File: src/rtl/core_pkg.sv
// Shared widths, defaults and the write-request record used around the
// register-file write port.
package core_pkg;

    localparam int XLEN             = 32;
    localparam int REG_IDX_W        = 5;
    localparam int NUM_REGS         = 32;
    localparam int STARVE_LIMIT_DEF = 4;

    typedef struct packed {
        logic                 valid;
        logic [REG_IDX_W-1:0] rd;
        logic [XLEN-1:0]      data;
    } wr_req_t;

    function automatic logic idx_nz(input logic [REG_IDX_W-1:0] idx);
        return idx != '0;
    endfunction

endpackage

File: src/rtl/wb_scoreboard.sv
// Busy bits for destinations with outstanding long-latency writes, plus the
// three-index decode hazard query.
module wb_scoreboard
    import core_pkg::*;
#(
    parameter int NUM_REGS = core_pkg::NUM_REGS
) (
    input  logic                 clk,
    input  logic                 rst,
    input  logic                 set_i,
    input  logic [REG_IDX_W-1:0] set_rd_i,
    input  logic                 clr_i,
    input  logic [REG_IDX_W-1:0] clr_rd_i,
    input  logic [REG_IDX_W-1:0] q_rs1_i,
    input  logic [REG_IDX_W-1:0] q_rs2_i,
    input  logic [REG_IDX_W-1:0] q_rd_i,
    output logic                 hazard_o,
    output logic [NUM_REGS-1:0]  busy_o
);

    logic [NUM_REGS-1:0] busy_q, busy_d;

    // Set is applied after clear so a re-issue in the retire cycle stays busy.
    always_comb begin
        busy_d = busy_q;
        if (clr_i) begin
            busy_d[clr_rd_i] = 1'b0;
        end
        if (set_i && idx_nz(set_rd_i)) begin
            busy_d[set_rd_i] = 1'b1;
        end
        busy_d[0] = 1'b0;
    end

    always_ff @(posedge clk) begin
        if (rst) begin
            busy_q <= '0;
        end else begin
            busy_q <= busy_d;
        end
    end

    assign hazard_o = (idx_nz(q_rs1_i) && busy_q[q_rs1_i]) ||
                      (idx_nz(q_rs2_i) && busy_q[q_rs2_i]) ||
                      (idx_nz(q_rd_i)  && busy_q[q_rd_i]);

    assign busy_o = busy_q;

endmodule

File: src/rtl/regfile_write_scheduler.sv
// Single register-file write port shared by in-order writeback (A) and a
// one-entry skid buffer of long-latency results (B), with anti-starvation.
module regfile_write_scheduler
    import core_pkg::*;
#(
    parameter int XLEN         = core_pkg::XLEN,
    parameter int NUM_REGS     = core_pkg::NUM_REGS,
    parameter int STARVE_LIMIT = core_pkg::STARVE_LIMIT_DEF
) (
    input  logic                 clk,
    input  logic                 rst,
    input  logic                 a_valid,
    input  logic [REG_IDX_W-1:0] a_rd,
    input  logic [XLEN-1:0]      a_data,
    output logic                 a_ready,
    input  logic                 b_valid,
    input  logic [REG_IDX_W-1:0] b_rd,
    input  logic [XLEN-1:0]      b_data,
    output logic                 b_ready,
    input  logic                 issue_valid,
    input  logic [REG_IDX_W-1:0] issue_rd,
    input  logic [REG_IDX_W-1:0] q_rs1,
    input  logic [REG_IDX_W-1:0] q_rs2,
    input  logic [REG_IDX_W-1:0] q_rd,
    output logic                 hazard,
    output logic                 rf_write_enable,
    output logic [REG_IDX_W-1:0] rf_rd_index,
    output logic [XLEN-1:0]      rf_write_data
);

    localparam int CNT_W = $clog2(STARVE_LIMIT + 1);

    logic                 buf_valid_q, buf_valid_d;
    logic [REG_IDX_W-1:0] buf_rd_q, buf_rd_d;
    logic [XLEN-1:0]      buf_data_q, buf_data_d;
    logic [CNT_W-1:0]     starve_q, starve_d;

    logic                 starve_hit;
    logic                 grant_a, grant_b;
    logic                 sb_hazard;
    logic [NUM_REGS-1:0]  busy_vec;

    // Once the buffered result has lost STARVE_LIMIT times it wins and A stalls.
    assign starve_hit = buf_valid_q && (starve_q >= CNT_W'(STARVE_LIMIT));
    assign grant_a    = !rst && a_valid && !starve_hit;
    assign grant_b    = !rst && buf_valid_q && (!a_valid || starve_hit);

    assign a_ready = rst || !starve_hit;
    assign b_ready = rst || !buf_valid_q;
    assign hazard  = !rst && sb_hazard;

    always_comb begin
        rf_write_enable = grant_a || grant_b;
        rf_rd_index     = '0;
        rf_write_data   = '0;
        if (grant_a) begin
            rf_rd_index   = a_rd;
            rf_write_data = a_data;
        end else if (grant_b) begin
            rf_rd_index   = buf_rd_q;
            rf_write_data = buf_data_q;
        end
    end

    // Drain and capture are exclusive: capture only happens into an empty buffer.
    always_comb begin
        buf_valid_d = buf_valid_q;
        buf_rd_d    = buf_rd_q;
        buf_data_d  = buf_data_q;
        if (grant_b) begin
            buf_valid_d = 1'b0;
        end else if (b_valid && !buf_valid_q) begin
            buf_valid_d = 1'b1;
            buf_rd_d    = b_rd;
            buf_data_d  = b_data;
        end
    end

    always_comb begin
        starve_d = starve_q;
        if (!buf_valid_q || grant_b) begin
            starve_d = '0;
        end else if (grant_a && (starve_q < CNT_W'(STARVE_LIMIT))) begin
            starve_d = starve_q + CNT_W'(1);
        end
    end

    always_ff @(posedge clk) begin
        if (rst) begin
            buf_valid_q <= 1'b0;
            buf_rd_q    <= '0;
            buf_data_q  <= '0;
            starve_q    <= '0;
        end else begin
            buf_valid_q <= buf_valid_d;
            buf_rd_q    <= buf_rd_d;
            buf_data_q  <= buf_data_d;
            starve_q    <= starve_d;
        end
    end

    wb_scoreboard #(
        .NUM_REGS (NUM_REGS)
    ) u_sb (
        .clk      (clk),
        .rst      (rst),
        .set_i    (issue_valid),
        .set_rd_i (issue_rd),
        .clr_i    (grant_b),
        .clr_rd_i (buf_rd_q),
        .q_rs1_i  (q_rs1),
        .q_rs2_i  (q_rs2),
        .q_rd_i   (q_rd),
        .hazard_o (sb_hazard),
        .busy_o   (busy_vec)
    );

    // A long-latency result must target a register that was issued and is still busy.
    b_ret_busy: assert property (@(posedge clk) disable iff (rst)
        (b_valid && b_ready && idx_nz(b_rd)) |-> busy_vec[b_rd]);

endmodule

File: config.mk
export PLATFORM = sky130hd
export DESIGN_NAME = regfile_write_scheduler
export DESIGN_NICKNAME = d
export VERILOG_FILES = /design/src/rtl/core_pkg.sv /design/src/rtl/wb_scoreboard.sv /design/src/rtl/regfile_write_scheduler.sv
export SDC_FILE = /design/constraint.sdc
export NUM_CORES = 1
export LEC_CHECK = 0
export BUFFER_PORTS_ARGS = -buffer_cell sky130_fd_sc_hd__buf_2
export CORE_ASPECT_RATIO = 1.75
export CORE_MARGIN = 3
export CORE_UTILIZATION = 45
export DETAILED_ROUTE_END_ITERATION = 12
export GPL_TIMING_DRIVEN = 0
export PLACE_DENSITY = 0.72
export SYNTH_ARGS = -nofsm -noshare
export SYNTH_HDL_FRONTEND = slang
export SYNTH_HIERARCHICAL = 1
export SYNTH_SLANG_ARGS = --single-unit
File: constraint.sdc
create_clock -name clk -period 3.2 [get_ports clk]
set_input_delay 0.16 -clock clk [delete_from_list [all_inputs] [get_ports clk]]
set_output_delay 0.16 -clock clk [all_outputs]
set_load 0.02 [all_outputs]
==> Word level (Yosys, flattened, before mapping) <==
Index checks and enable logic that the tools add are counted.
{ "word_totals": {"wordCells": 68, "register_bits": 73, "output_inout_bits": 41} }
{ "classes": {"n_reduce_logical": 32, "addsub": 1, "bitwise": 4, "mux": 16, "n_lt_le_gt_ge": 9} }
{ "op_table": {"columns": ["operator", "n"], "rows": [
  ["32-bit two-way mux", 4],
  ["32-bit AND", 1],
  ["32-bit NOT", 1],
  ["32-bit OR", 1],
  ["5-bit by 6-bit less-than comparator with 1-bit output (second input constant)", 5],
  ["5-bit nonzero test", 4],
  ["1-bit binary-select mux with 5-bit select", 3],
  ["1-bit logical AND", 14],
  ["1-bit demux with 5-bit select", 2],
  ["5-bit by 1-bit greater-or-equal comparator with 1-bit output (second input constant)", 2],
  ["5-bit two-way mux", 2],
  ["1-bit logical OR", 7],
  ["1-bit two-way mux", 5],
  ["1-bit logical NOT", 4],
  ["2-bit OR reduction", 2],
  ["3-bit by 1-bit adder with 3-bit output (second input constant)", 1],
  ["3-bit greater-or-equal comparator (second input constant)", 1],
  ["3-bit less-than comparator (second input constant)", 1],
  ["2-bit AND reduction", 1],
  ["1-bit NOT", 1]
]} }

==> Depth between registers and ports, before layout <==
Gate-level depths: netlist (run 1).
{ "logic_depth": {"depth_word": 9, "ltp_mapped": 8} }

==> Modules after synthesis <==
The synthesis (run 1) kept the hierarchy.
{ "modules_own_cells": {"columns": ["module", "cells_per_inst", "area_per_inst_um2", "instances", "seq_area_each_um2"], "rows": [
  ["wb_scoreboard", 253, 2162.1, 1, 620.6],
  ["regfile_write_scheduler", 272, 2040.7, 1, 820.8]
]} }

==> Worst setup path before layout (run 1) <==
OpenSTA, ideal clock, no wires.
{ "synth_path": {"path_type": "register to register", "startpoint": "register starve_q[2]", "endpoint": "register u_sb.busy_q[12] (netlist: u_sb/busy_o[12])", "t_arrival_ns": 1.747, "slack_ns": 1.321, "setup_ns": 0.132, "n_path_buf": 2, "stages_incl_launch_ff": 8, "path_cell_list": "dfxtp_1 -> nand2b_1 -> buf_4 -> buf_6 -> nor2b_1 -> or3b_2 -> o21ai_0 -> a21oi_1"} }
{ "synth_via": {"elab_chain_cells": 7} }
{ "synth_rtl": {"columns": ["element", "line", "text"], "rows": [
  ["start, declared", "regfile_write_scheduler.sv:36", "logic [CNT_W-1:0] starve_q, starve_d;"],
  ["start signal, assigned", "regfile_write_scheduler.sv:98", "starve_q <= starve_d;"],
  ["3-bit greater-or-equal comparator *", "regfile_write_scheduler.sv:44", "assign starve_hit = buf_valid_q && (starve_q >= CNT_W'(STARVE_LIMIT));"],
  ["1-bit logical AND *", "regfile_write_scheduler.sv:44", null],
  ["1-bit logical OR *", "regfile_write_scheduler.sv:46", "assign grant_b = !rst && buf_valid_q && (!a_valid || starve_hit);"],
  ["1-bit logical AND *", "regfile_write_scheduler.sv:46", null],
  ["net grant_b", "regfile_write_scheduler.sv:39", "logic grant_a, grant_b;"],
  ["32-bit two-way mux *", "wb_scoreboard.sv:26", "if (clr_i) begin"],
  ["32-bit OR (no line)", null, null],
  ["32-bit two-way mux *", "wb_scoreboard.sv:29", "if (set_i && idx_nz(set_rd_i)) begin"],
  ["end signal, assigned", "wb_scoreboard.sv:39", "busy_q <= busy_d;"],
  ["end, declared", "wb_scoreboard.sv:21", "logic [NUM_REGS-1:0] busy_q, busy_d;"]
]} }
The timed path passes the listed nets; every way through them passes the cells marked *.
A chain may end at the register's enable or synchronous reset.

==> Final worst setup path (run 1) <==
{ "layout_path": {"startpoint": "register u_sb.busy_q[12] (netlist: u_sb/busy_o[12])", "endpoint": "output hazard"} }
{ "layout_via": {"elab_chain_cells": 6, "word_cells_on_any_way": 12, "classes_between": "mux: 6; reduce/logical: 6"} }
{ "layout_rtl": {"columns": ["element", "line", "text"], "rows": [
  ["1-bit binary-select mux with 5-bit select, on equally long branches", "wb_scoreboard.sv:43, wb_scoreboard.sv:44", null],
  ["1-bit two-way mux, on equally long branches", "wb_scoreboard.sv:43, wb_scoreboard.sv:44", null],
  ["1-bit logical AND, on equally long branches", "wb_scoreboard.sv:43, wb_scoreboard.sv:44", null],
  ["1-bit logical OR", "wb_scoreboard.sv:43", "assign hazard_o = (idx_nz(q_rs1_i) && busy_q[q_rs1_i]) ||"],
  ["1-bit logical OR *", "wb_scoreboard.sv:44", "(idx_nz(q_rs2_i) && busy_q[q_rs2_i]) ||"],
  ["net sb_hazard", "regfile_write_scheduler.sv:40", "logic sb_hazard;"],
  ["1-bit logical AND *", "regfile_write_scheduler.sv:50", "assign hazard = !rst && sb_hazard;"],
  ["end, declared", "regfile_write_scheduler.sv:25", "output logic hazard,"]
]} }
The timed path passes the listed nets; every way through them passes the cells marked *. The select of a mux whose other input is x is not followed.

==> flow_summary_export.csv, run 1 <==
group,metric,value,unit
status,status,"finished clean",
sta,setup_viol,0,
global_routing,first_global_vias,4591,
power_and_ir_drop,power.switching_fraction,0.2714,
setup_path,timing.reg2reg.setup_slack,880,ps
global_routing,grt_start_max_net_pins,12,
sta,fin_worst_skew,2.755,ps
flow_run,timing.max_cap.violations,0,
synth,synthesis.nets,623,
power_and_ir_drop,pwr-share-clk,0.412,
clock_network,worst_setup_hold_path_clk_slew,50,ps
synth,yosys_warnings,6,
setup_path,cp-end-kind,"output pin",
route,route.antenna.remaining_nets,0,
clock_network,cts_num_sinks,72,
clock_network,clk_latency,330,ps
power_and_ir_drop,ir_drop,0.3233,mV
cells_and_area,final_core_utilization,0.5821,
sta,timing_hold_violations_final,0,
sta,timing.slew.headroom,0.1897,
power_and_ir_drop,pwr-share-seq,0.417,
clock_network,postCtsSetupBuffers,0,
sta,tightest_slew,1213,ps
sta,layout_min_cycle_time,2714,ps
hold_path,hold_path.class,"primary input to flop",
power_and_ir_drop,p_leak,0.002185,µW
cells_and_area,areaGrowthSynthToFinish,26.30,%
sta,maximum_operating_frequency,368.4,MHz
route,detailroute.via_count,4545,
route,routed_via_density,5.739,
sta,tns,0,ps
setup_path,required,3040,ps
synth,synth_area_per_cell,8.014,µm²
placed_design,post_dp_cell_area,5007,µm²
power_and_ir_drop,power_switching,624.1,µW
setup_path,rr_startpoint,"starve_q[2]",
clock_network,cts_repair_resize_count,0,
cells_and_area,finish.instance_area,5294,µm²
floorplan,die_area,10550,µm²
sta,grt_setup_unrepaired,"no",
floorplan,initial_utilization,0.4609,
setup_path,setup.worst_path.end,"hazard",
route,dr_pass1_iterations,7,
sta,final_period_utilization,0.8482,
clock_network,ctsRootBufferMaster,"clkbuf_16",
cells_and_area,finish.cell_count_without_fillers,792,
clock_network,cts.hold.buffers_added,0,
cells_and_area,drive_above_1_share,0.2813,
route,routed_wl,13830,µm
setup_path,startpoint_type,"flop",
setup_path,reg2regPathDepth,7,
setup_path,crit_path_start,"u_sb/busy_o[12]",
global_routing,grt.overflow.total,0,
clock_network,clock_path_buffers,2,
cells_and_area,antenna_cells,0,
clock_network,cts_tree,"done",
route,drtIter0Drc,291,
synth,post_synth_instance_area,4192,µm²
route,post-route-drc-count,0,
placed_design,last_weighted_congestion_value_of_the_routability_driven_placer,0.9069,
power_and_ir_drop,p_comb_frac,0.171,
floorplan,horizontal_extent_of_the_die,78.96,µm
synth,syn-instance-count,523,
route,average_wire_length_per_cell_after_detail_routing,17.46,µm
global_routing,grt_antenna_before_repair,0,
power_and_ir_drop,power.density_cell_area,434.4,nW/µm²
global_routing,grt_usage,0.2605,
placed_design,hpwl,10870,µm
power_and_ir_drop,power_report.internal_total,1676,µW
cells_and_area,final_net_count,767,
setup_path,criticalPathCategory,"flop to output pin",
placed_design,placed_cells_incl_taps,776,
floorplan,floorplan.core_area,9094,µm²
placed_design,io_buffer_count,133,
clock_network,ctsHtreeMaxLevel,3,
floorplan,row_count,46,
setup_path,path_max_fanout,4,
global_routing,wire_length_of_the_first_global_routing_pass,21870,µm
sta,max_slew_violation_count,0,
cells_and_area,nFillCells,896,
power_and_ir_drop,overall_power_after_layout,2300,µW
setup_path,cp.arrival,2550,ps
clock_network,cts_inserted_buffers,9,
floorplan,pin_count,140,
setup_path,rr_endpoint,"u_sb/busy_o[24]",
floorplan,die-height,133.7,µm
## how the worst min path moves through the flow
stage	endpoint	start	cells after the start	slack (ps)
after floorplan	u_sb/busy_o[3]	rst	1	230
after global placement	u_sb/busy_o[3]	rst	2	390
after detailed placement	u_sb/busy_o[3]	rst	2	390
after CTS	u_sb/busy_o[3]	rst	2	30
after global routing	u_sb/busy_o[3]	rst	2	50
final	u_sb/busy_o[3]	rst	2	50
## state kept, by name, indices dropped and copies added, names as in the netlist
| register | count |
|---|---|
| u_sb/busy_o | 31 |
| buf_valid_q | 1 |
| buf_rd_q | 5 |
| starve_q | 3 |
| buf_data_q | 32 |
## power by group through the flow
stage	combinational, µW	sequential (µW)	clock, µW
after global routing	428	962	999
final	393	958	948
after floorplan	238	967	0
after detailed placement	388	977	0
after CTS	390	958	965
after global placement	384	975	0
## cell type report
class                      instances  area, µm²  area share
multi-input combinational        403       2494      0.4710
sequential                        72       1441      0.2723
timing repair buffer             133      665.6      0.1257
clock buffer                      14      274.0     0.05176
buffer                            43      237.7     0.04491
tap                              120      150.1     0.02836
inverter                           5      18.77    0.003545
clock inverter                     2      12.51    0.002364
## layer usage
layer | GRT usage | wire, µm
met5 | 0 | 0
met4 | 0.1281 | 492
met3 | 0.04871 | 957
met2 | 0.4929 | 7441
met1 | 0.2658 | 4935
## critical path: stages, from the launching register on
cell,delay [ps]
dfxtp_1,330
mux4_1,560
a32o_1,230
a2111oi_0,550
nand3_1,210
nor2b_1,170
buf_2,170
## placed cells by master, fill, tap and decap left out, types with 4 or more instances in the layout
cell type / n
clkbuf_16: 9
inv_1: 5
buf_4: 12
a2111oi_0: 5
and3b_1: 4
buf_2: 140
nand2_1: 114
a32oi_1: 37
nand2b_1: 6
mux4_2: 11
o21ai_0: 31
clkbuf_1: 23
nor2_1: 45
dfxtp_1: 72
nor2b_1: 8
nor3b_1: 7
nand3b_1: 9
a21oi_1: 70
mux2i_1: 15
mux2_2: 5
## stage by stage
| stage | setup slack, ps | hold WS (ps) |
|---|---|---|
| after detailed placement | 771.8 | 387.0 |
| after floorplan | 1321 | 229.1 |
| after global routing | 479.7 | 47.27 |
| final | 485.8 | 54.85 |
| after global placement | 782.0 | 392.5 |
| after CTS | 504.1 | 34.80 |
No activity file was read; power rests on OpenSTA's default activity.
==> run 2, diff against run 1 <==
--- a/config.mk
+++ b/config.mk
@@ -5,13 +5,14 @@
 export SDC_FILE = /design/constraint.sdc
 export NUM_CORES = 1
 export LEC_CHECK = 0
+export ABC_AREA = 1
 export BUFFER_PORTS_ARGS = -buffer_cell sky130_fd_sc_hd__buf_2
 export CORE_ASPECT_RATIO = 1.75
 export CORE_MARGIN = 3
 export CORE_UTILIZATION = 45
 export DETAILED_ROUTE_END_ITERATION = 12
 export GPL_TIMING_DRIVEN = 0
-export PLACE_DENSITY = 0.72
+export PLACE_DENSITY = 0.74
 export SYNTH_ARGS = -nofsm -noshare
 export SYNTH_HDL_FRONTEND = slang
 export SYNTH_HIERARCHICAL = 1
==> constraint.sdc (replaced) <==
create_clock -name clk -period 2.25 [get_ports clk]
set_input_delay 0.1125 -clock clk [delete_from_list [all_inputs] [get_ports clk]]
set_output_delay 0.1125 -clock clk [all_outputs]
set_load 0.02 [all_outputs]
==> run 2 against run 1 <==
Non-clock buffer count rose by 3. Design area increased by 11%. Combinational power grew 85%. Critical path type is now flop to flop. Largest cell class unchanged.
==> flow_summary_export.csv, run 2 <==
group,metric,value,unit
global_routing,grt.overflow.total,0,
clock_network,cts_tree,"done",
setup_path,startpoint_type,"flop",
hold_path,hold_path.class,"primary input to flop",
route,dr_pass1_iterations,5,
power_and_ir_drop,ir_drop,0.4314,mV
setup_path,cp_slowest_cell,"dfxtp_1",
route,drtIter0Drc,377,
sta,timing_hold_violations_final,0,
route,routed_wl,15350,µm
cells_and_area,largest_register_ffs,32,
cells_and_area,areaGrowthSynthToFinish,23.92,%
sta,final_period_utilization,0.8353,
route,post-route-drc-count,0,
sta,setup_viol,0,
power_and_ir_drop,overall_power_after_layout,3536,µW
hold_path,timing.hold.worst.start,"b_data[29]",
floorplan,floorplan.core_area,10300,µm²
setup_path,crit_path_start,"buf_valid_q",
cells_and_area,drive_above_1_share,0.2117,
global_routing,first_global_vias,5505,
setup_path,cp.arrival,2080,ps
power_and_ir_drop,power.density_cell_area,600.2,nW/µm²
synth,yosys_warnings,6,
route,route.antenna.remaining_nets,0,
floorplan,die_area,11880,µm²
sta,tns,0,ps
sta,grt_setup_unrepaired,"no",
route,routed_via_density,5.141,
cells_and_area,final_core_utilization,0.5720,
synth,synth_area_per_cell,5.892,µm²
cells_and_area,max_flop_register,"buf_data_q",
clock_network,clk_latency,340,ps
setup_path,rr_startpoint,"buf_valid_q",
sta,timing.slew.headroom,0.2235,
floorplan,pin_count,140,
status,status,"finished clean",
sta,fin_worst_skew,7.509,ps
floorplan,die-height,142.0,µm
clock_network,cts_repair_resize_count,0,
cells_and_area,final_net_count,1054,
setup_path,path_max_fanout,10,
synth,post_synth_instance_area,4755,µm²
placed_design,post_dp_cell_area,5594,µm²
cells_and_area,finish.instance_area,5892,µm²
sta,tightest_slew,1156,ps
clock_network,cts_inserted_buffers,9,
global_routing,grt_antenna_before_repair,0,
global_routing,grt_start_max_net_pins,13,
clock_network,postCtsSetupBuffers,0,
cells_and_area,mostFrequentLayoutCells,"nand2_1, nand3_1, buf_2",
setup_path,crit_path_max_incr_delay,460,ps
global_routing,grt_usage,0.2640,
route,detailroute.via_count,5583,
setup_path,path_common_cell,"nand2_1",
placed_design,io_buffer_count,136,
sta,maximum_operating_frequency,532.0,MHz
floorplan,horizontal_extent_of_the_die,83.70,µm
setup_path,criticalPathCategory,"flop to flop",
sta,max_slew_violation_count,0,
cells_and_area,layout.cells.most_common,"nand2_1",
setup_path,cp_num_buf_inv,2,
sta,layout_min_cycle_time,1880,ps
clock_network,ctsRootBufferMaster,"clkbuf_16",
global_routing,wire_length_of_the_first_global_routing_pass,25240,µm
floorplan,row_count,49,
synth,syn-instance-count,807,
power_and_ir_drop,p_leak,0.003135,µW
cells_and_area,antenna_cells,0,
clock_network,cts_num_sinks,72,
flow_run,timing.max_cap.violations,0,
floorplan,initial_utilization,0.4616,
synth,synthesis.nets,907,
placed_design,last_weighted_congestion_value_of_the_routability_driven_placer,0.9040,
clock_network,clock_path_buffers,2,
setup_path,largest_delay_share_family_worst_path,"simple AND/OR/NAND/NOR gates",
setup_path,path_cells,"nand2_1 -> nand2_1 -> buf_4 -> nand2_1 -> inv_1 -> nand3_1 -> o21ai_0 -> a21oi_1",
setup_path,required,2450,ps
clock_network,ctsHtreeMaxLevel,3,
clock_network,worst_setup_hold_path_clk_slew,60,ps
placed_design,hpwl,12380,µm
setup_path,timing.reg2reg.setup_slack,370,ps
clock_network,cts.hold.buffers_added,0,
setup_path,cp-end-kind,"flop",
route,average_wire_length_per_cell_after_detail_routing,14.14,µm
run 2: final cells by class:
cell class | instances | area, µm²
buffer | 43 | 287.8
clock buffer | 10 | 239.0
clock inverter | 6 | 58.81
tap | 127 | 158.9
multi-input combinational | 593 | 2644
timing repair buffer | 136 | 680.7
fill | 1122 | 4408
inverter | 99 | 381.6
sequential | 72 | 1441
run 2: routing by layer:
metal  global-route usage  vias up  routed length, µm
met4               0.1508        0                800
li1                     -     2880                  -
met2               0.5099      212               8223
met3              0.05041       55                872
met5                    0        -                  0
met1               0.2570     2436               5458
run 2: final timing paths:
check | cells after the start | to
worst max-delay path | 8 | u_sb/busy_o[6]
worst max register to register | 8 | u_sb/busy_o[6]
worst min-delay path | 5 | buf_data_q[29]
worst min register to register | 2 | u_sb/busy_o[17]
run 2: worst register-to-register path, stage by stage, from the launching register on:
cell and delay [ps]:
dfxtp_1 460, nand2_1 120, nand2_1 110, buf_4 170
nand2_1 80, inv_1 110, nand3_1 320, o21ai_0 290
a21oi_1 100
run 2: power breakdown:
part / switching [µW] / internal, µW / total, µW / leakage, µW
registers: 48.2 / 1340 / 1390 / 0.000589
logic: 454 / 273 / 727 / 0.00239
clock network: 535 / 881 / 1420 / 0.000152
run 2: per-stage QoR:
step | worst slack, ps | instances | hold WS, ps
final | 370.5 | 1086 | 79.31
after global routing | 115.4 | 1086 | 98.51
after CTS | 370.5 | 1086 | 66.88
after detailed placement | 401.0 | 1070 | 420.5
after global placement | 455.4 | 1070 | 407.2
after floorplan | 845.8 | 807 | 181.6
==> run 3, diff against run 2 <==
--- a/config.mk
+++ b/config.mk
@@ -5,14 +5,14 @@
 export SDC_FILE = /design/constraint.sdc
 export NUM_CORES = 1
 export LEC_CHECK = 0
-export ABC_AREA = 1
+export ABC_AREA = 0
 export BUFFER_PORTS_ARGS = -buffer_cell sky130_fd_sc_hd__buf_2
 export CORE_ASPECT_RATIO = 1.75
 export CORE_MARGIN = 3
 export CORE_UTILIZATION = 45
 export DETAILED_ROUTE_END_ITERATION = 12
 export GPL_TIMING_DRIVEN = 0
-export PLACE_DENSITY = 0.74
+export PLACE_DENSITY = 0.75
 export SYNTH_ARGS = -nofsm -noshare
 export SYNTH_HDL_FRONTEND = slang
 export SYNTH_HIERARCHICAL = 1
==> constraint.sdc (replaced) <==
create_clock -name clk -period 1.6 [get_ports clk]
set_input_delay 0.08 -clock clk [delete_from_list [all_inputs] [get_ports clk]]
set_output_delay 0.08 -clock clk [all_outputs]
set_load 0.02 [all_outputs]
==> run 3 against run 2 <==
The flow now finishes with violations (setup timing). Power grew 44%. Critical path depth shrank 1. Register-to-register slack lost 530 ps. Sequential power grew 39%. Critical path type is now flop to output pin. Highest routed layer unchanged.
==> flow_summary_export.csv, run 3 (synthesis gave the netlist of run 1 again) <==
group,metric,value,unit
status,status,"finished, violations left",
status,violations,"setup timing",
floorplan,pin_count,140,
clock_network,cts_inserted_buffers,9,
power_and_ir_drop,ir_drop,0.6441,mV
route,detailroute.wirelength.met3,1079,µm
sta,tns,-3061,ps
clock_network,ctsRootBufferMaster,"clkbuf_16",
route,top_metal_layer_carrying_routed_signals,"met4",
cells_and_area,drive_above_1_share,0.3713,
sta,maximum_operating_frequency,423.3,MHz
floorplan,die-height,133.7,µm
route,wl_met2,8471,µm
setup_path,cp_num_buf_inv,1,
cells_and_area,final_core_utilization,0.6888,
sta,timing.final.ws_setup,-762.5,ps
floorplan,row_count,46,
clock_network,clock_path_buffers,2,
setup_path,reg2regPathDepth,7,
sta,final_period_utilization,1.477,
setup_path,required,1520,ps
global_routing,grt_usage,0.2835,
placed_design,last_weighted_congestion_value_of_the_routability_driven_placer,0.9175,
power_and_ir_drop,power.density_cell_area,810.2,nW/µm²
sta,grt_setup_unrepaired,"yes",
cells_and_area,final_net_count,814,
route,wl_met1,5304,µm
placed_design,hpwl,10760,µm
clock_network,ctsHtreeMaxLevel,3,
sta,max_slew_violation_count,0,
setup_path,startpoint_type,"flop",
route,post-route-drc-count,0,
cells_and_area,areaGrowthSynthToFinish,49.43,%
global_routing,grt.overflow.total,0,
hold_path,timing.hold.worst.start,"b_rd[4]",
sta,setup_viol,39,
clock_network,clk_latency,330,ps
setup_path,criticalPathCategory,"flop to output pin",
clock_network,worst_setup_hold_path_clk_slew,60,ps
cells_and_area,mostFrequentLayoutCells,"nand2_1, buf_2, dfxtp_1",
route,routed_wl,15460,µm
setup_path,cp.arrival,2280,ps
cells_and_area,layout.cells.most_common,"nand2_1",
setup_path,timing.reg2reg.setup_slack,-160,ps
route,drtIter0Drc,447,
placed_design,post_dp_cell_area,5044,µm²
floorplan,horizontal_extent_of_the_die,78.96,µm
placed_design,io_buffer_count,133,
setup_path,rr_startpoint,"starve_q[2]",
sta,layout_min_cycle_time,2363,ps
route,average_wire_length_per_cell_after_detail_routing,18.43,µm
route,detailroute.via_count,4920,
setup_path,crit_path_max_incr_delay,380,ps
cells_and_area,finish.instance_area,6264,µm²
floorplan,die_area,10550,µm²
setup_path,cp-end-kind,"output pin",
floorplan,floorplan.core_area,9094,µm²
hold_path,hold_path.class,"primary input to flop",
setup_path,path_cells,"mux2_2 -> a2111oi_4 -> nor4_2 -> a2111oi_2 -> nand3_1 -> nor2b_4 -> buf_4",
setup_path,path_max_fanout,4,
sta,holdWs,4.259,ps
sta,fin_worst_skew,5.341,ps
sta,timing.slew.headroom,0.2153,
setup_path,rr_endpoint,"u_sb/busy_o[12]",
sta,timing_hold_violations_final,0,
global_routing,first_global_vias,4974,
floorplan,initial_utilization,0.4609,
route,dr_pass1_iterations,5,
route,routed_via_density,5.864,
cells_and_area,nFillCells,720,
cells_and_area,antenna_cells,0,
global_routing,grt_antenna_before_repair,0,
flow_run,timing.max_cap.violations,0,
clock_network,cts_tree,"done",
route,route.antenna.remaining_nets,0,
setup_path,cp_slowest_cell,"a2111oi_4",
global_routing,grt_start_max_net_pins,13,
clock_network,cts_num_sinks,72,
cells_and_area,largest_register_ffs,32,
setup_path,largest_delay_share_family_worst_path,"compound AO/OA/AOI/OAI gates",
hold_path,timing.hold.worst_path_depth,3,
setup_path,crit_path_start,"u_sb/busy_o[1]",
power_and_ir_drop,p_leak,0.002522,µW
hold_path,whs_endpoint,"buf_rd_q[4]",
global_routing,wire_length_of_the_first_global_routing_pass,23660,µm
cells_and_area,max_flop_register,"buf_data_q",
sta,tightest_slew,1175,ps
## run 3: worst min-delay path, stage by stage
cell and delay (ps):
buf_2 100, nand2_1 50, a21oi_1 50
## run 3: metal layers
metal / up-vias / GRT usage
li1: 2288 / -
met5: - / 0
met1: 2300 / 0.2880
met4: 0 / 0.1625
met2: 278 / 0.5274
met3: 54 / 0.05142
## run 3: layout make-up
type	count	area, µm²	area share
timing repair buffer	182	1276	0.2038
tap	120	150.1	0.02397
clock buffer	11	242.7	0.03875
multi-input combinational	403	2789	0.4453
clock inverter	5	80.08	0.01278
inverter	5	18.77	0.002996
sequential	72	1449	0.2313
buffer	41	257.7	0.04115
## run 3: worst max path at each step
stage                                 end  slack (ps)  cells after the start
after floorplan           u_sb/busy_o[12]          -5                      7
final                              hazard        -760                      7
after CTS                          hazard        -690                      6
after detailed placement           hazard        -610                      8
after global routing               hazard        -760                      6
after global placement             hazard        -600                      8
## run 3: repair_timing
action	in CTS	in global routing
setup endpoints to repair	69	62
pin swaps	18	45
hold buffers	32	0
hold endpoints to repair	32	0
buffers inserted	13	2
cloned	3	0
gates resized for setup	68	76
## run 3: report_power, final
group,internal [µW],switching [µW]
registers,1860,67.6
clock network,1400,750
logic,451,540
## run 3: per-stage QoR
step | total power, µW | setup WS, ps | std cells
after floorplan | 2424 | -5.190 | 523
after global placement | 2729 | -604.6 | 776
after detailed placement | 2743 | -609.4 | 776
after CTS | 5025 | -695.0 | 840
after global routing | 5251 | -762.2 | 839
final | 5075 | -762.5 | 839
